===== src/rtl/ineq_tally_pkg.sv =====
// Shared constants for the inequality tally block: defaults, class bit positions,
// FSM encodings and the cls decode helper used by both RTL and bench.
package ineq_tally_pkg;

  localparam int WINDOW_DEF = 16;
  localparam int CW_DEF     = 5;
  localparam int NUM_W      = 4;
  localparam int CLS_W      = 3;

  localparam int CLS_LOW  = 2;
  localparam int CLS_MID  = 1;
  localparam int CLS_HIGH = 0;

  localparam logic [NUM_W-1:0] NUM_MIN_RST = 4'hF;
  localparam logic [NUM_W-1:0] NUM_MAX_RST = 4'h0;

  localparam logic [1:0] ST_IDLE    = 2'd0;
  localparam logic [1:0] ST_COLLECT = 2'd1;
  localparam logic [1:0] ST_REPORT  = 2'd2;

  // Order matches the counter bank index in the top level.
  typedef enum logic [1:0] {
    KIND_LOW  = 2'd0,
    KIND_MID  = 2'd1,
    KIND_HIGH = 2'd2,
    KIND_ERR  = 2'd3
  } cls_kind_e;

  localparam logic [CLS_W-1:0] CLS_LOW_CODE  = 3'b001 << CLS_LOW;
  localparam logic [CLS_W-1:0] CLS_MID_CODE  = 3'b001 << CLS_MID;
  localparam logic [CLS_W-1:0] CLS_HIGH_CODE = 3'b001 << CLS_HIGH;

  function automatic cls_kind_e classify(input logic [CLS_W-1:0] cls);
    cls_kind_e kind;
    kind = KIND_ERR;
    if (cls == CLS_LOW_CODE)       kind = KIND_LOW;
    else if (cls == CLS_MID_CODE)  kind = KIND_MID;
    else if (cls == CLS_HIGH_CODE) kind = KIND_HIGH;
    return kind;
  endfunction

endpackage


===== src/rtl/ineq_tally_tally_ctr.sv =====
// Up-counter with synchronous clear (priority over enable) and async reset.
module tally_ctr #(
  parameter int CW = 5
) (
  input  logic          clk,
  input  logic          rst,
  input  logic          clr,
  input  logic          en,
  output logic [CW-1:0] q
);

  logic [CW-1:0] r_q;

  always_ff @(posedge clk or posedge rst) begin
    if (rst) begin
      r_q <= '0;
    end else if (clr) begin
      r_q <= '0;
    end else if (en) begin
      r_q <= r_q + 1'b1;
    end
  end

  assign q = r_q;

endmodule


===== src/rtl/ineq_tally.sv =====
// Collects WINDOW valid classifier samples, tallies each class plus malformed
// codes, tracks min/max num, and reports the registered totals with a done pulse.
module ineq_tally
  import ineq_tally_pkg::*;
#(
  parameter int WINDOW = WINDOW_DEF,
  parameter int CW     = CW_DEF
) (
  input  logic             clk,
  input  logic             rst,
  input  logic             start,
  input  logic             in_valid,
  input  logic [NUM_W-1:0] num,
  input  logic [CLS_W-1:0] cls,
  output logic             busy,
  output logic             done,
  output logic [CW-1:0]    cnt_low,
  output logic [CW-1:0]    cnt_mid,
  output logic [CW-1:0]    cnt_high,
  output logic [CW-1:0]    cnt_err,
  output logic [NUM_W-1:0] num_min,
  output logic [NUM_W-1:0] num_max
);

  localparam int IW = $clog2(WINDOW);
  localparam logic [IW-1:0] LAST_IDX = IW'(WINDOW - 1);

  logic [1:0]       r_state;
  logic [IW-1:0]    r_idx;
  logic [NUM_W-1:0] r_min;
  logic [NUM_W-1:0] r_max;

  logic             w_accept;
  logic             w_sample;
  logic             w_last;
  logic [1:0]       w_kind;
  logic [3:0]       w_en;
  logic [CW-1:0]    w_cnt [4];

  assign w_accept = (r_state == ST_IDLE) && start;
  assign w_sample = (r_state == ST_COLLECT) && in_valid;
  assign w_last   = w_sample && (r_idx == LAST_IDX);
  assign w_kind   = classify(cls);

  // One counter per class kind; exactly one is enabled per accepted sample.
  for (genvar gi = 0; gi < 4; gi++) begin : g_ctr
    assign w_en[gi] = w_sample && (w_kind == 2'(gi));

    tally_ctr #(
      .CW(CW)
    ) u_ctr (
      .clk(clk),
      .rst(rst),
      .clr(w_accept),
      .en (w_en[gi]),
      .q  (w_cnt[gi])
    );
  end

  always_ff @(posedge clk or posedge rst) begin
    if (rst) begin
      r_state <= ST_IDLE;
    end else begin
      case (r_state)
        ST_IDLE:    if (start) r_state <= ST_COLLECT;
        ST_COLLECT: if (w_last) r_state <= ST_REPORT;
        ST_REPORT:  r_state <= ST_IDLE;
        default:    r_state <= ST_IDLE;
      endcase
    end
  end

  always_ff @(posedge clk or posedge rst) begin
    if (rst) begin
      r_idx <= '0;
    end else if (w_accept || w_last) begin
      r_idx <= '0;
    end else if (w_sample) begin
      r_idx <= r_idx + 1'b1;
    end
  end

  // Error samples still carry a real num, so they feed min/max too.
  always_ff @(posedge clk or posedge rst) begin
    if (rst) begin
      r_min <= NUM_MIN_RST;
      r_max <= NUM_MAX_RST;
    end else if (w_accept) begin
      r_min <= NUM_MIN_RST;
      r_max <= NUM_MAX_RST;
    end else if (w_sample) begin
      if (num < r_min) r_min <= num;
      if (num > r_max) r_max <= num;
    end
  end

  assign busy     = (r_state != ST_IDLE);
  assign done     = (r_state == ST_REPORT);
  assign cnt_low  = w_cnt[KIND_LOW];
  assign cnt_mid  = w_cnt[KIND_MID];
  assign cnt_high = w_cnt[KIND_HIGH];
  assign cnt_err  = w_cnt[KIND_ERR];
  assign num_min  = r_min;
  assign num_max  = r_max;

endmodule

===== config.mk =====
export PLATFORM = sky130hd
export DESIGN_NAME = ineq_tally
export DESIGN_NICKNAME = d
export VERILOG_FILES = /design/src/rtl/ineq_tally_pkg.sv /design/src/rtl/ineq_tally_tally_ctr.sv /design/src/rtl/ineq_tally.sv
export SDC_FILE = /design/constraint.sdc
export NUM_CORES = 1
export LEC_CHECK = 0
export ABC_CLOCK_PERIOD_IN_PS = 2230
export CAP_MARGIN = 5
export CORE_ASPECT_RATIO = 0.6
export CORE_UTILIZATION = 50
export CTS_CLUSTER_DIAMETER = 120
export CTS_CLUSTER_SIZE = 8
export DETAILED_ROUTE_END_ITERATION = 8
export PLACE_DENSITY = 0.8
export SLEW_MARGIN = 40
export SYNTH_ARGS = -nofsm -noshare
export SYNTH_HDL_FRONTEND = slang
export SYNTH_SLANG_ARGS = --single-unit

===== constraint.sdc =====
create_clock -name clk -period 2.23 [get_ports clk]
set_input_delay 0.223 -clock clk [delete_from_list [all_inputs] [get_ports clk]]
set_output_delay 0.223 -clock clk [all_outputs]
set_load 0.02 [all_outputs]

==> key figures <==
Setup path
  • Crit Path Max Fanout: 5
  • Worst EP arrival: 2040 ps
  • Worst R2R Path Depth: 6
  • Required time worst endpoint: 2420 ps
  • CP top delay family: compound AO/OA/AOI/OAI gates
  • Crit. End Element: flop
  • R2R Setup Slk: 380 ps
  • Crit path to: num_min[0]$_DFFE_PP1P_
  • Worst path bufs/invs: 1
  • Reg-to-Reg End: num_min[0]$_DFFE_PP1P_
  • CP Depth: 6
  • CP Launch Point: num_min[2]$_DFFE_PP1P_
  • Slowest stage cell on the critical path: dfstp_2
  • Crit path cell chain: inv_1 > ha_1 > a21o_1 > a31oi_1 > o21a_1 > o211ai_1
  • Crit path launch type: flop
  • CP max stage delay: 540 ps
  • R2r startpoint: num_min[2]$_DFFE_PP1P_
  • Critical path class: flop to flop

Timing
  • FMAX: 0.541 GHz
  • Unrepaired setup endpoints after global routing: no
  • TNS Setup: 0 ps
  • Final hold violation count: 0
  • Period utilisation layout: 83.0%
  • Slew HR: 68.9%
  • Minimum clock period: 1850 ps
  • Slew Viols, Final: 0
  • Worst-margin pin slew: 465 ps
  • Final setup vio count: 0
  • Worst hold slack: 333 ps
  • Worst Skew: 4.17 ps

GRT
  • Vias in the first global route: 1531
  • Largest net degree at the start of global routing: 35
  • Grt ovf: 0
  • Global-route wire length before repair: 7.16 mm
  • Initial antenna violation count: 0
  • Tot GR Track Use: 24.4%

Logic synthesis
  • Register area share after synthesis: 45.8%
  • Synth async-reset ratio: 100%
  • Syn Nets: 208
  • Post-synth top area share: 40.2%
  • Syn Inst Count: 185
  • Synth warn: 0
  • Synth top area cells: dfrtp_1, ha_1, dfstp_2
  • Flops & latches, synth: 34
  • Library cells used by synthesis: 40
  • Post-synth top area cell: dfrtp_1
  • Ys flop type: dfrtp_1
  • Avg Inst Size Synth: 10.1 µm²
  • EDFF count, synth: 0
  • Post-synthesis cell area: 0.00187 mm²

Pwr
  • Clock power frac: 15.3%
  • P_int: 1.81 mW
  • P_leak: 1.05 nW
  • PwrDens: 1250 mW/mm²
  • Sequential Power Share: 36.9%
  • Sw frac: 40.4%
  • Maximum VDD drop: 0.894 mV
  • Switching Power: 1.23 mW
  • Comb pwr share: 47.7%

Clock network
  • Post-CTS Hold Buffers: 0
  • Worst skew pair latency: 290 ps
  • Root buf cell: clkbuf_8
  • Max Root-Sink Buffers: 2
  • H-Tree Depth: 2
  • Postcts setup bufs: 0
  • Clk slew on worst S/H paths: 60 ps
  • CTS resizes: 0
  • CTS Buf Count: 5
  • CTS tree: built
  • CTS Sinks: 34

Die
  • DIE AREA: 0.00399 mm²
  • I/O Pins: 41
  • Core area: 0.00340 mm²
  • Core Rows: 16
  • Chip Height: 49.3 µm
  • Die Wd: 80.9 µm
  • Initial Util: 54.9%

Run status
  • Outcome: completed

Cells and area
  • Final instance area: 0.00243 mm²
  • Finished Layout Cells: 277
  • Final Core Density: 71.3%
  • Synthesis-to-finish area growth: 30.0%
  • Ant. Diodes: 0
  • Commonest non-fill, non-tap cells in the layout: clkdlybuf4s50_1, dfrtp_1, nor2_1, nand2_1, inv_1
  • Layout cells sized above 1: 10.8%
  • Commonest non-fill, non-tap cell in the layout: clkdlybuf4s50_1
  • Final nets: 254

Detailed routing
  • Via count: 1519
  • Routed length per instance: 15.4 µm
  • Post-Route WL: 4.26 mm
  • Remaining antenna violation count after routing: 0
  • Drt pass-1 iters: 4
  • Vias/cell: 5.48
  • DRC viols: 0
  • Drt initial violations: 87

Place
  • IO Port Bufs: 40
  • Total placed cells including tap cells: 269
  • Placement Cell Area: 0.00234 mm²
  • RePlAce Congestion: 0.839
  • HPWL Detailed: 3.18 mm

Worst hold path
  • Hold Crit Class: input port to async pin

Job
  • Max Cap Violations: 0
==> cells in the mapped netlist, types with 2 or more instances <==
library cell / number
dfrtp_1: 30
nor2_1: 21
nand2_1: 15
inv_1: 14
ha_1: 12
o211ai_1: 12
nand3_1: 9
xnor2_1: 6
mux2i_1: 5
o21ai_0: 5
xor2_1: 5
dfstp_2: 4
nor4_1: 4
a21oi_1: 3
buf_2: 3
mux2_1: 3
nand2b_1: 3
o31ai_1: 3
a21o_1: 2
clkbuf_1: 2
nand4_1: 2
nor2b_1: 2
o211ai_2: 2
or3_1: 2
==> final cells by class <==
cell class                 instances  area (µm²)
clock buffer                       8        90.1
fill                             242         977
inverter                          14        52.6
multi-input combinational        131         933
sequential                        34         856
tap                               45        56.3
timing repair buffer              45         438
==> layer usage <==
metal	wire length (µm)	up-vias	track usage [%]	part of all wire [%]
li1	-	743	-	-
met1	2080	728	32.3	49
met2	1900	37	37.0	45
met3	205	11	8.97	4.8
met4	74	0	8.04	1.7
met5	0	-	0	0
==> power by group through the flow <==
stage | combinational (mW) | clock, mW | sequential [mW]
final | 1.45 | 0.467 | 1.12
after global routing | 1.59 | 0.517 | 1.15
after CTS | 1.45 | 0.481 | 1.12
after detailed placement | 1.44 | 0 | 1.13
after global placement | 1.38 | 0 | 1.11
after floorplan | 0.618 | 0 | 1.33
==> worst reg2reg max path, delay by kind of cell (launching register included) <==
family                     cells  cell delay (ps)
AOI/OAI and AO/OA              4              850
DFF                            1              540
adders and majority gates      1              290
buffers and inverters          1               70
==> state kept, by name (all words and copies together) (netlist names) <==
signal,flops
num_min,4
num_max,4
g_ctr.u_ctr.q,20
r_state,2
r_idx,4
==> cell families (layout without fill, tap and decap cells) <==
family,count (synthesis),count (layout),synth area share (%)
flip-flops,34,34,45.8
adder cells (fa/ha/maj),12,12,8.04
buffers and inverters,20,67,4.42
multiplexers,8,8,4.49
XOR/XNOR,11,11,5.16
AO/OA/AOI/OAI,33,33,13.7
AND/OR/NAND/NOR,67,67,18.3
==> through the flow <==
stage	setup WS (ps)	power, mW
6_report	380	3.04
5_1_grt	285	3.26
4_1_cts	402	3.06
3_5_place_dp	139	2.57
3_3_place_gp	236	2.49
2_1_floorplan	488	1.95
==> worst min-delay path by stage <==
stage	cells past startpoint	start	slack (ps)	end
6_report	3	rst	330	g_ctr[3].u_ctr.q[4]$_DFFE_PP0P_
5_1_grt	3	rst	380	g_ctr[1].u_ctr.q[2]$_DFFE_PP0P_
4_1_cts	3	rst	340	num_max[3]$_DFFE_PP0P_
3_5_place_dp	1	r_idx[3]$_DFFE_PP0P_	490	r_idx[3]$_DFFE_PP0P_
3_3_place_gp	1	g_ctr[3].u_ctr.q[4]$_DFFE_PP0P_	470	g_ctr[3].u_ctr.q[4]$_DFFE_PP0P_
2_1_floorplan	1	rst	360	g_ctr[0].u_ctr.q[0]$_DFFE_PP0P_
(Power assumes the default switching activity.)
